[src/rtl/ad9361_dual_axis_tx.sv]
// AXI-stream to AD9361 TX sample unpacker: 128-bit 4-channel I/Q words are buffered and released per data_req.
// Define AD9361_DUAL_AXIS_TX_SATURATE_EN to clamp each 16-bit lane to the signed 12-bit range instead of truncating.
module ad9361_dual_axis_tx #(
  parameter int unsigned REVERSE_DATA      = 0,
  parameter int unsigned USE_AXIS_TLAST    = 0,
  parameter int unsigned AXIS_BURST_LENGTH = 512,
  parameter int unsigned FIFO_DEPTH        = 8,
  parameter int unsigned PRIME_LEVEL       = 4
) (
  input  logic                        data_clk,
  input  logic                        data_resetn,
  input  logic                        enable,
  input  logic                        clr_status,
  input  logic                        s_axis_tvalid,
  output logic                        s_axis_tready,
  input  logic                        s_axis_tlast,
  input  logic [127:0]                s_axis_tdata,
  input  logic                        data_req,
  output logic                        valid_0,
  output logic                        valid_1,
  output logic                        valid_2,
  output logic                        valid_3,
  output logic [11:0]                 data_i0,
  output logic [11:0]                 data_q0,
  output logic [11:0]                 data_i1,
  output logic [11:0]                 data_q1,
  output logic [11:0]                 data_i2,
  output logic [11:0]                 data_q2,
  output logic [11:0]                 data_i3,
  output logic [11:0]                 data_q3,
  output logic                        underflow,
  output logic                        tlast_err,
  output logic [$clog2(FIFO_DEPTH):0] fifo_level
);

  localparam int unsigned AW    = $clog2(FIFO_DEPTH);
  localparam int unsigned LW    = AW + 1;
  localparam int unsigned CW    = (AXIS_BURST_LENGTH > 1) ? $clog2(AXIS_BURST_LENGTH) : 1;
  localparam int unsigned NLANE = 8;
  localparam int unsigned LANE_W = 16;
  localparam int unsigned SMP_W  = 12;

  typedef enum logic [1:0] {
    ST_IDLE  = 2'd0,
    ST_PRIME = 2'd1,
    ST_RUN   = 2'd2
  } state_t;

  state_t state;
  state_t state_nxt;

  logic [127:0]   mem [FIFO_DEPTH];
  logic [AW-1:0]  wr_ptr;
  logic [AW-1:0]  rd_ptr;
  logic [127:0]   rd_word;
  logic [CW-1:0]  beat_cnt;
  logic           beat_last;

  logic           push;
  logic           pop;
  logic           flush;
  logic           underflow_evt;
  logic           tlast_evt;

  logic [SMP_W-1:0] lane_12  [NLANE];
  logic [SMP_W-1:0] sample_q [NLANE];
  logic             sample_valid;

  assign s_axis_tready = (state != ST_IDLE) && (fifo_level < LW'(FIFO_DEPTH));
  assign rd_word       = mem[rd_ptr];
  assign beat_last     = (beat_cnt == CW'(AXIS_BURST_LENGTH - 1));

  // State register
  always_ff @(posedge data_clk) begin
    if (!data_resetn) state <= ST_IDLE;
    else              state <= state_nxt;
  end

  // Next state and per-cycle FIFO/flag events
  always_comb begin
    state_nxt     = state;
    push          = 1'b0;
    pop           = 1'b0;
    flush         = 1'b0;
    underflow_evt = 1'b0;
    tlast_evt     = 1'b0;

    push = s_axis_tvalid && s_axis_tready;

    case (state)
      ST_IDLE: begin
        if (enable) state_nxt = ST_PRIME;
      end
      ST_PRIME: begin
        if (fifo_level >= LW'(PRIME_LEVEL)) state_nxt = ST_RUN;
      end
      ST_RUN: begin
        if (data_req && enable) begin
          if (fifo_level != '0) begin
            pop = 1'b1;
          end else begin
            underflow_evt = 1'b1;
            state_nxt     = ST_PRIME;
          end
        end
      end
      default: state_nxt = ST_IDLE;
    endcase

    if (!enable) state_nxt = ST_IDLE;
    flush = (state_nxt == ST_IDLE);

    if (USE_AXIS_TLAST != 0) tlast_evt = push && (s_axis_tlast != beat_last);
  end

  // FIFO pointers and occupancy; a flush discards everything including a same-cycle push
  always_ff @(posedge data_clk) begin
    if (!data_resetn) begin
      wr_ptr     <= '0;
      rd_ptr     <= '0;
      fifo_level <= '0;
    end else if (flush) begin
      wr_ptr     <= '0;
      rd_ptr     <= '0;
      fifo_level <= '0;
    end else begin
      if (push) wr_ptr <= wr_ptr + AW'(1);
      if (pop)  rd_ptr <= rd_ptr + AW'(1);
      case ({push, pop})
        2'b10:   fifo_level <= fifo_level + LW'(1);
        2'b01:   fifo_level <= fifo_level - LW'(1);
        default: fifo_level <= fifo_level;
      endcase
    end
  end

  // Word storage carries no reset; pointers define what is valid
  always_ff @(posedge data_clk) begin
    if (push) mem[wr_ptr] <= s_axis_tdata;
  end

`ifdef AD9361_DUAL_AXIS_TX_SATURATE_EN
  function automatic logic [SMP_W-1:0] lane_to_12(input logic [LANE_W-1:0] lane);
    if ($signed(lane) > 16'sd2047)       return 12'h7FF;
    else if ($signed(lane) < -16'sd2048) return 12'h800;
    else                                 return lane[SMP_W-1:0];
  endfunction

  always_comb begin
    for (int j = 0; j < NLANE; j++) begin
      if (REVERSE_DATA != 0) lane_12[j] = lane_to_12(rd_word[LANE_W*j +: LANE_W]);
      else                   lane_12[j] = lane_to_12(rd_word[LANE_W*(NLANE-1-j) +: LANE_W]);
    end
  end
`else
  logic [4*NLANE-1:0] unused_lane_hi;

  // Plain truncation: the top nibble of each lane is dropped
  always_comb begin
    unused_lane_hi = '0;
    for (int j = 0; j < NLANE; j++) begin
      unused_lane_hi[4*j +: 4] = rd_word[LANE_W*j+SMP_W +: 4];
      if (REVERSE_DATA != 0) lane_12[j] = rd_word[LANE_W*j +: SMP_W];
      else                   lane_12[j] = rd_word[LANE_W*(NLANE-1-j) +: SMP_W];
    end
  end
`endif

  // Sample output registers: strobe follows data_req by one cycle, data holds between requests
  always_ff @(posedge data_clk) begin
    if (!data_resetn) begin
      sample_valid <= 1'b0;
      for (int j = 0; j < NLANE; j++) sample_q[j] <= '0;
    end else begin
      sample_valid <= data_req;
      if (data_req) begin
        for (int j = 0; j < NLANE; j++) sample_q[j] <= pop ? lane_12[j] : '0;
      end
    end
  end

  // Beat counter: resyncs on tlast, clears whenever the block drops to IDLE
  always_ff @(posedge data_clk) begin
    if (!data_resetn) begin
      beat_cnt <= '0;
    end else if (state_nxt == ST_IDLE) begin
      beat_cnt <= '0;
    end else if (push) begin
      if (s_axis_tlast || beat_last) beat_cnt <= '0;
      else                           beat_cnt <= beat_cnt + CW'(1);
    end
  end

  // Sticky flags; a new event wins over a same-cycle clear
  always_ff @(posedge data_clk) begin
    if (!data_resetn) begin
      underflow <= 1'b0;
      tlast_err <= 1'b0;
    end else begin
      underflow <= underflow_evt || (underflow && !clr_status);
      tlast_err <= tlast_evt     || (tlast_err && !clr_status);
    end
  end

  assign valid_0 = sample_valid;
  assign valid_1 = sample_valid;
  assign valid_2 = sample_valid;
  assign valid_3 = sample_valid;
  assign data_i0 = sample_q[0];
  assign data_q0 = sample_q[1];
  assign data_i1 = sample_q[2];
  assign data_q1 = sample_q[3];
  assign data_i2 = sample_q[4];
  assign data_q2 = sample_q[5];
  assign data_i3 = sample_q[6];
  assign data_q3 = sample_q[7];

endmodule

[config.mk]
export PLATFORM = sky130hd
export DESIGN_NAME = ad9361_dual_axis_tx
export DESIGN_NICKNAME = d
export VERILOG_FILES = /design/src/rtl/ad9361_dual_axis_tx.sv
export SDC_FILE = /design/constraint.sdc
export NUM_CORES = 1
export LEC_CHECK = 0
export ABC_AREA = 1
export ABC_CLOCK_PERIOD_IN_PS = 5900
export BUFFER_PORTS_ARGS = -buffer_cell sky130_fd_sc_hd__buf_2
export CAP_MARGIN = 20
export CORE_ASPECT_RATIO = 0.8
export CORE_MARGIN = 8
export CORE_UTILIZATION = 45
export CTS_CLUSTER_SIZE = 25
export DETAILED_ROUTE_END_ITERATION = 10
export GPL_TIMING_DRIVEN = 0
export PLACE_DENSITY = 0.74
export SYNTH_ARGS = -nofsm -noshare
export SYNTH_HDL_FRONTEND = slang
export SYNTH_SLANG_ARGS = --single-unit
[constraint.sdc]
create_clock -name data_clk -period 5.9 [get_ports data_clk]
set_clock_uncertainty 0.15 [all_clocks]
set_input_delay 1.18 -clock data_clk [delete_from_list [all_inputs] [get_ports data_clk]]
set_output_delay 1.18 -clock data_clk [all_outputs]
set_load 0.05 [all_outputs]
**Word level (Yosys, flattened, before mapping)**

Memory sizes are Yosys's and may differ from the RTL's. A register that Yosys moved wholly into a read port is not among the register bits.
Cells that the tools add are included.

- Register bits: 15
- RAM bits: 1120
- Bits of input ports: 135
- Output and inout bits: 107
- Logic and storage cells: 77
- Memories kept: 2

Memories:

| name | depth | bits a word | read ports | clocked after Yosys merged registers in | wr ports | RTL line | source |
|---|---|---|---|---|---|---|---|
| mem | 8 | 128 | 1 | 1 | 1 | 52 | `logic [127:0] mem [FIFO_DEPTH];` |
| sample_q | 8 | 12 | 8 | 0 | 8 | 66 | `logic [SMP_W-1:0] sample_q [NLANE];` |

- Add/sub/neg operators: 4
- Order comparisons: 2
- Eq/ne operators: 4
- Mux-type cells: 36
- Bitwise logic cells: 9
- Reductions and logical operators: 13

Operator list:

| cell | count |
|---|---|
| $mux 12 | 16 |
| $mux 1 | 12 |
| $mux 2 | 4 |
| $or 1x1->1 | 8 |
| $pmux 4 s2 | 1 |
| $add 3x1->3 const B | 2 |
| $mux 3 | 2 |
| $pmux 2 s3 | 1 |
| $logic_and 1x1->1 | 5 |
| $add 4x1->4 const B | 1 |
| $eq 2x1->1 const B | 2 |
| $eq 2x2->1 const B | 2 |
| $ge 4x3->1 const B | 1 |
| $logic_not 2->1 | 2 |
| $lt 4x4->1 const B | 1 |
| $reduce_bool 2->1 | 2 |
| $reduce_bool 4->1 | 1 |
| $sub 4x1->4 const B | 1 |
| $reduce_or 2->1 | 1 |
| $logic_not 1->1 | 1 |
| $logic_or 1x1->1 | 1 |
| $not 1->1 | 1 |

**Depth between registers and ports, before layout**

- Depth in word-level cells: 8
- Mapped depth: 15
- Gate-level depth less buffers: 15

**Worst setup path before layout**

Ideal clock, no wire load.

- Path kind: input -> register
- Start: in s_axis_tvalid
- End: mem mem[0][0], enable pin
- Arrival: 5574 ps
- Setup slack: -375 ps
- Stages on the path: 4
- Buffers on the path: 0
- Cell sequence: nand3_1 -> inv_1 -> nand2_1 -> nor2_1

- Cells in the longest elaborated chain, start to end: 3

RTL lines:

| what | RTL line | source |
|---|---|---|
| from (decl) | 14 | `input logic s_axis_tvalid,` |
| $logic_and 1x1->1 | 88 | `push = s_axis_tvalid && s_axis_tready;` |
| $mux 1 | 139 | `if (push) mem[wr_ptr] <= s_axis_tdata;` |
| $mux 1 (not written as such) | 139 |  |
| to (decl) | 52 |  |

No other way between the ends.

**Final worst setup path**

- Start: in s_axis_tvalid
- End: mem mem[4][49], enable pin

Same word-level chain as after synthesis.

==> key figures <==
Synthesis
  – Yosys cell types: 30
  – Post-synthesis cell count: between 2000 and 3000
  – Mapped Avg Cell Area: between 10 and 15 um^2
  – Seq/Total Area, Yosys: 77.6%
  – Cell Area, Synth: 33900 um^2
  – Yosys reg bits: between 800 and 900
  – YS warnings: 0
  – Post-Syn Nets: 2733

Timing
  – Rel. slew slack: between 30% and 40%
  – Final setup viols: 0
  – RSZ-0062 raised after global routing: no
  – Slew Limit Fails: 0
  – Setup TNS: 0 ns
  – Final min period: around 3 ns
  – Max Clk Rate: roughly 330 MHz
  – Final period util: between 50% and 60%
  – Final hold slack: around 0.31 ns
  – Worst Tran Pin Value: between 0.9 and 1 ns
  – Endpoints failing hold: 0

Die
  – Starting Density: between 40% and 50%
  – Core area: about 75000 um^2
  – Row count: 90
  – Die Area: 84400 um^2
  – Die Ht: 261 um
  – Io pins: 242
  – Die Wd: approximately 320 um

Routing
  – DRT iter0 DRCs: around 2300
  – Post-route DRC: 0
  – Per-cell routed wire length: around 21 um
  – Via count: between 20000 and 25000
  – First drt pass iteration count: 8
  – Antenna-violating nets left: 0
  – Post-DR vias/cell: roughly 5.4
  – Routed WL: about 84000 um

Final layout
  – Core Util, Final: about 53%
  – Final std cells w/o fill: 3999
  – Final nets: approximately 3100
  – Fraction of layout cells with a size suffix above 1: 15.4%
  – P&R area growth vs syn: 16.8%
  – Final-layout fill cell count: roughly 6100

Global route
  – First-pass GRT wire length: ~120000 um
  – Met2 GRT Util: roughly 31%
  – Aggregate global-route resource usage: between 10% and 20%
  – Largest net degree at the start of global routing: 46
  – Gr ovfl total: 0
  – Initial antenna violation count: 21
  – Met1 Track Usage GR: between 20% and 30%
  – Number of global-route vias before repair: around 21000
  – Routing usage on met3: 4.85%
  – GRT busiest layer: met2

Placed design
  – IO Port Bufs: about 210
  – Routability cong.: slightly below 0.8
  – Dpl hpwl: 53900 um
  – Post-placement cell count: roughly 3800

Critical path
  – WS Path Type: input pin to flip-flop
  – Crit path max fanout: 28
  – WP data required: between 6 and 7 ns
  – WP data arrival: around 3.2 ns
  – Critical path launch point type: input pin
  – Endpoint class of the critical path: flip-flop
  – Worst reg-to-reg setup slack: 2.98 ns

Power and ir drop
  – Max IR drop VDD: a little over 0.2 mV
  – Lkg Pwr: between 10 and 15 nW
  – Power Dens Cells: roughly 320 nW/um^2

Clock network
  – Max clock buf depth: 3
  – CTS Buf Count: 86
  – # resized after CTS: 0
  – CTS tree: built
  – Setup repair bufs after CTS: 0
  – H-tree depth: 3
  – Clk sink count: ~900
  – Clk_lat worst skew: between 0.6 and 0.7 ns
  – Clock transition at the registers of the reported paths: roughly 0.060 ns
  – Root Buffer: clkbuf_16
  – Hold_buf cts: 0

Outcome
  – Outcome: completed

Min path
  – Worst Hold Class: flip-flop to flip-flop

Flow run
  – Maxcap violations: 0
## cell usage after synthesis
library cell  count  area [um^2]
edfxtp_1        864        25900
nand3_1         100          500
nor2_1          791         2970
buf_4            22          165
clkbuf_1         69          259
buf_6             6         67.6
inv_2             5         18.8
buf_1             5         18.8
or2_2             1         6.26
o21ai_1         141          706
a31oi_1          96          601
a211oi_1          1         7.51
o41ai_1           1         8.76
nor3_1            1         5.00
ha_1              5         62.6
o21ai_0         244         1220
nand2_2           2         12.5
a22oi_1           1         7.51
o22ai_1           1         6.26
nand2_1         125          469
a21oi_1           7         35.0
xnor2_1           1         8.76
dfxtp_1          18          360
nor2_4            1         11.3
nor3b_1           2         15.0
nor2_2            1         6.26
nand4_1           2         12.5
xor2_1            3         26.3
inv_1            17         63.8
buf_2            60          300
## kinds of logic (layout without fill, tap and decap cells)
kind of cell,Yosys count,count (layout),synth area share (%)
xor gates and xnor gates,4,4,0.103
DFF,882,882,77.6
adders and majority gates,5,5,0.185
and+or+nand+nor,1026,1026,11.8
buffers and inverters,184,569,2.64
other,0,9,0
AOI/OAI and AO/OA,492,492,7.65
## layout by cell type (no fill, tap or decap), drive strengths merged
cell and instances:
edfxtp 864, nor2 793, o21ai 385, buf 329
clkbuf 170, nand2 127, nand3 100, a31oi 96
clkinv 35, inv 23, dfxtp 18, diode 9
bufinv 8, a21oi 7, ha 5, clkinvlp 4
xor2 3, nand4 2, nor3b 2, xnor2 1
o22ai 1, o41ai 1, or2 1, a22oi 1
nor3 1, a211oi 1
## metrics by stage
stage          total power [W]  setup WS [ns]  instance area [um^2]
5_1_grt                 0.0129           2.78                 39600
6_report                0.0126           2.91                 39600
2_1_floorplan          0.00723         -0.375                 33900
4_1_cts                 0.0126           2.90                 39600
3_3_place_gp           0.00738          -3.91                 36200
3_5_place_dp           0.00739           2.25                 36900
## metal layers
| layer | vias up | share of wire, % |
|---|---|---|
| met1 | 10400 | 41 |
| met5 | - | 0.18 |
| li1 | 9961 | - |
| met4 | 24 | 3.4 |
| met2 | 933 | 47 |
| met3 | 187 | 8.8 |
## final timing paths
path                       from         end  cells past startpoint
setup / recovery  s_axis_tvalid  mem[4][49]                      7
hold / removal        underflow   underflow                      2
setup reg to reg       state[1]  mem[4][49]                      8
hold reg to reg       underflow   underflow                      2
## report_power, final
part | leakage, nW | switching [W] | total [W] | internal [W]
clock | 1.32 | 0.00224 | 0.00533 | 0.00309
combinational | 4.09 | 0.000247 | 0.000313 | 0.0000657
sequential | 8.13 | 0.0000147 | 0.00694 | 0.00692
## registers in the layout, indices dropped and copies added (netlist names), named ones only
name,flops
mem,768
sample_q,96
fifo_level,4
state,2
underflow,1
valid_0,1
rd_ptr,3
wr_ptr,3
tlast_err,1
## critical path, stage by stage
cell,delay (ns)
buf_2,0.08
nand3_1,0.19
inv_1,0.15
nand2_1,0.25
nor2_4,0.75
buf_12,0.27
buf_12,0.23
## area by class of cell
cell class | instances | area [um^2] | share of cell area (%)
Sequential cell | 882 | 26300 | 66.4
Multi-Input combinational cell | 1527 | 6760 | 17.1
Clock buffer | 101 | 2270 | 5.74
Timing Repair Buffer | 236 | 1640 | 4.14
Tap cell | 1012 | 1270 | 3.20
Buffer | 162 | 811 | 2.05
Clock inverter | 48 | 432 | 1.09
Inverter | 22 | 82.6 | 0.209
Antenna cell | 9 | 22.5 | 0.0569
No activity file was read; power rests on OpenSTA's default activity.
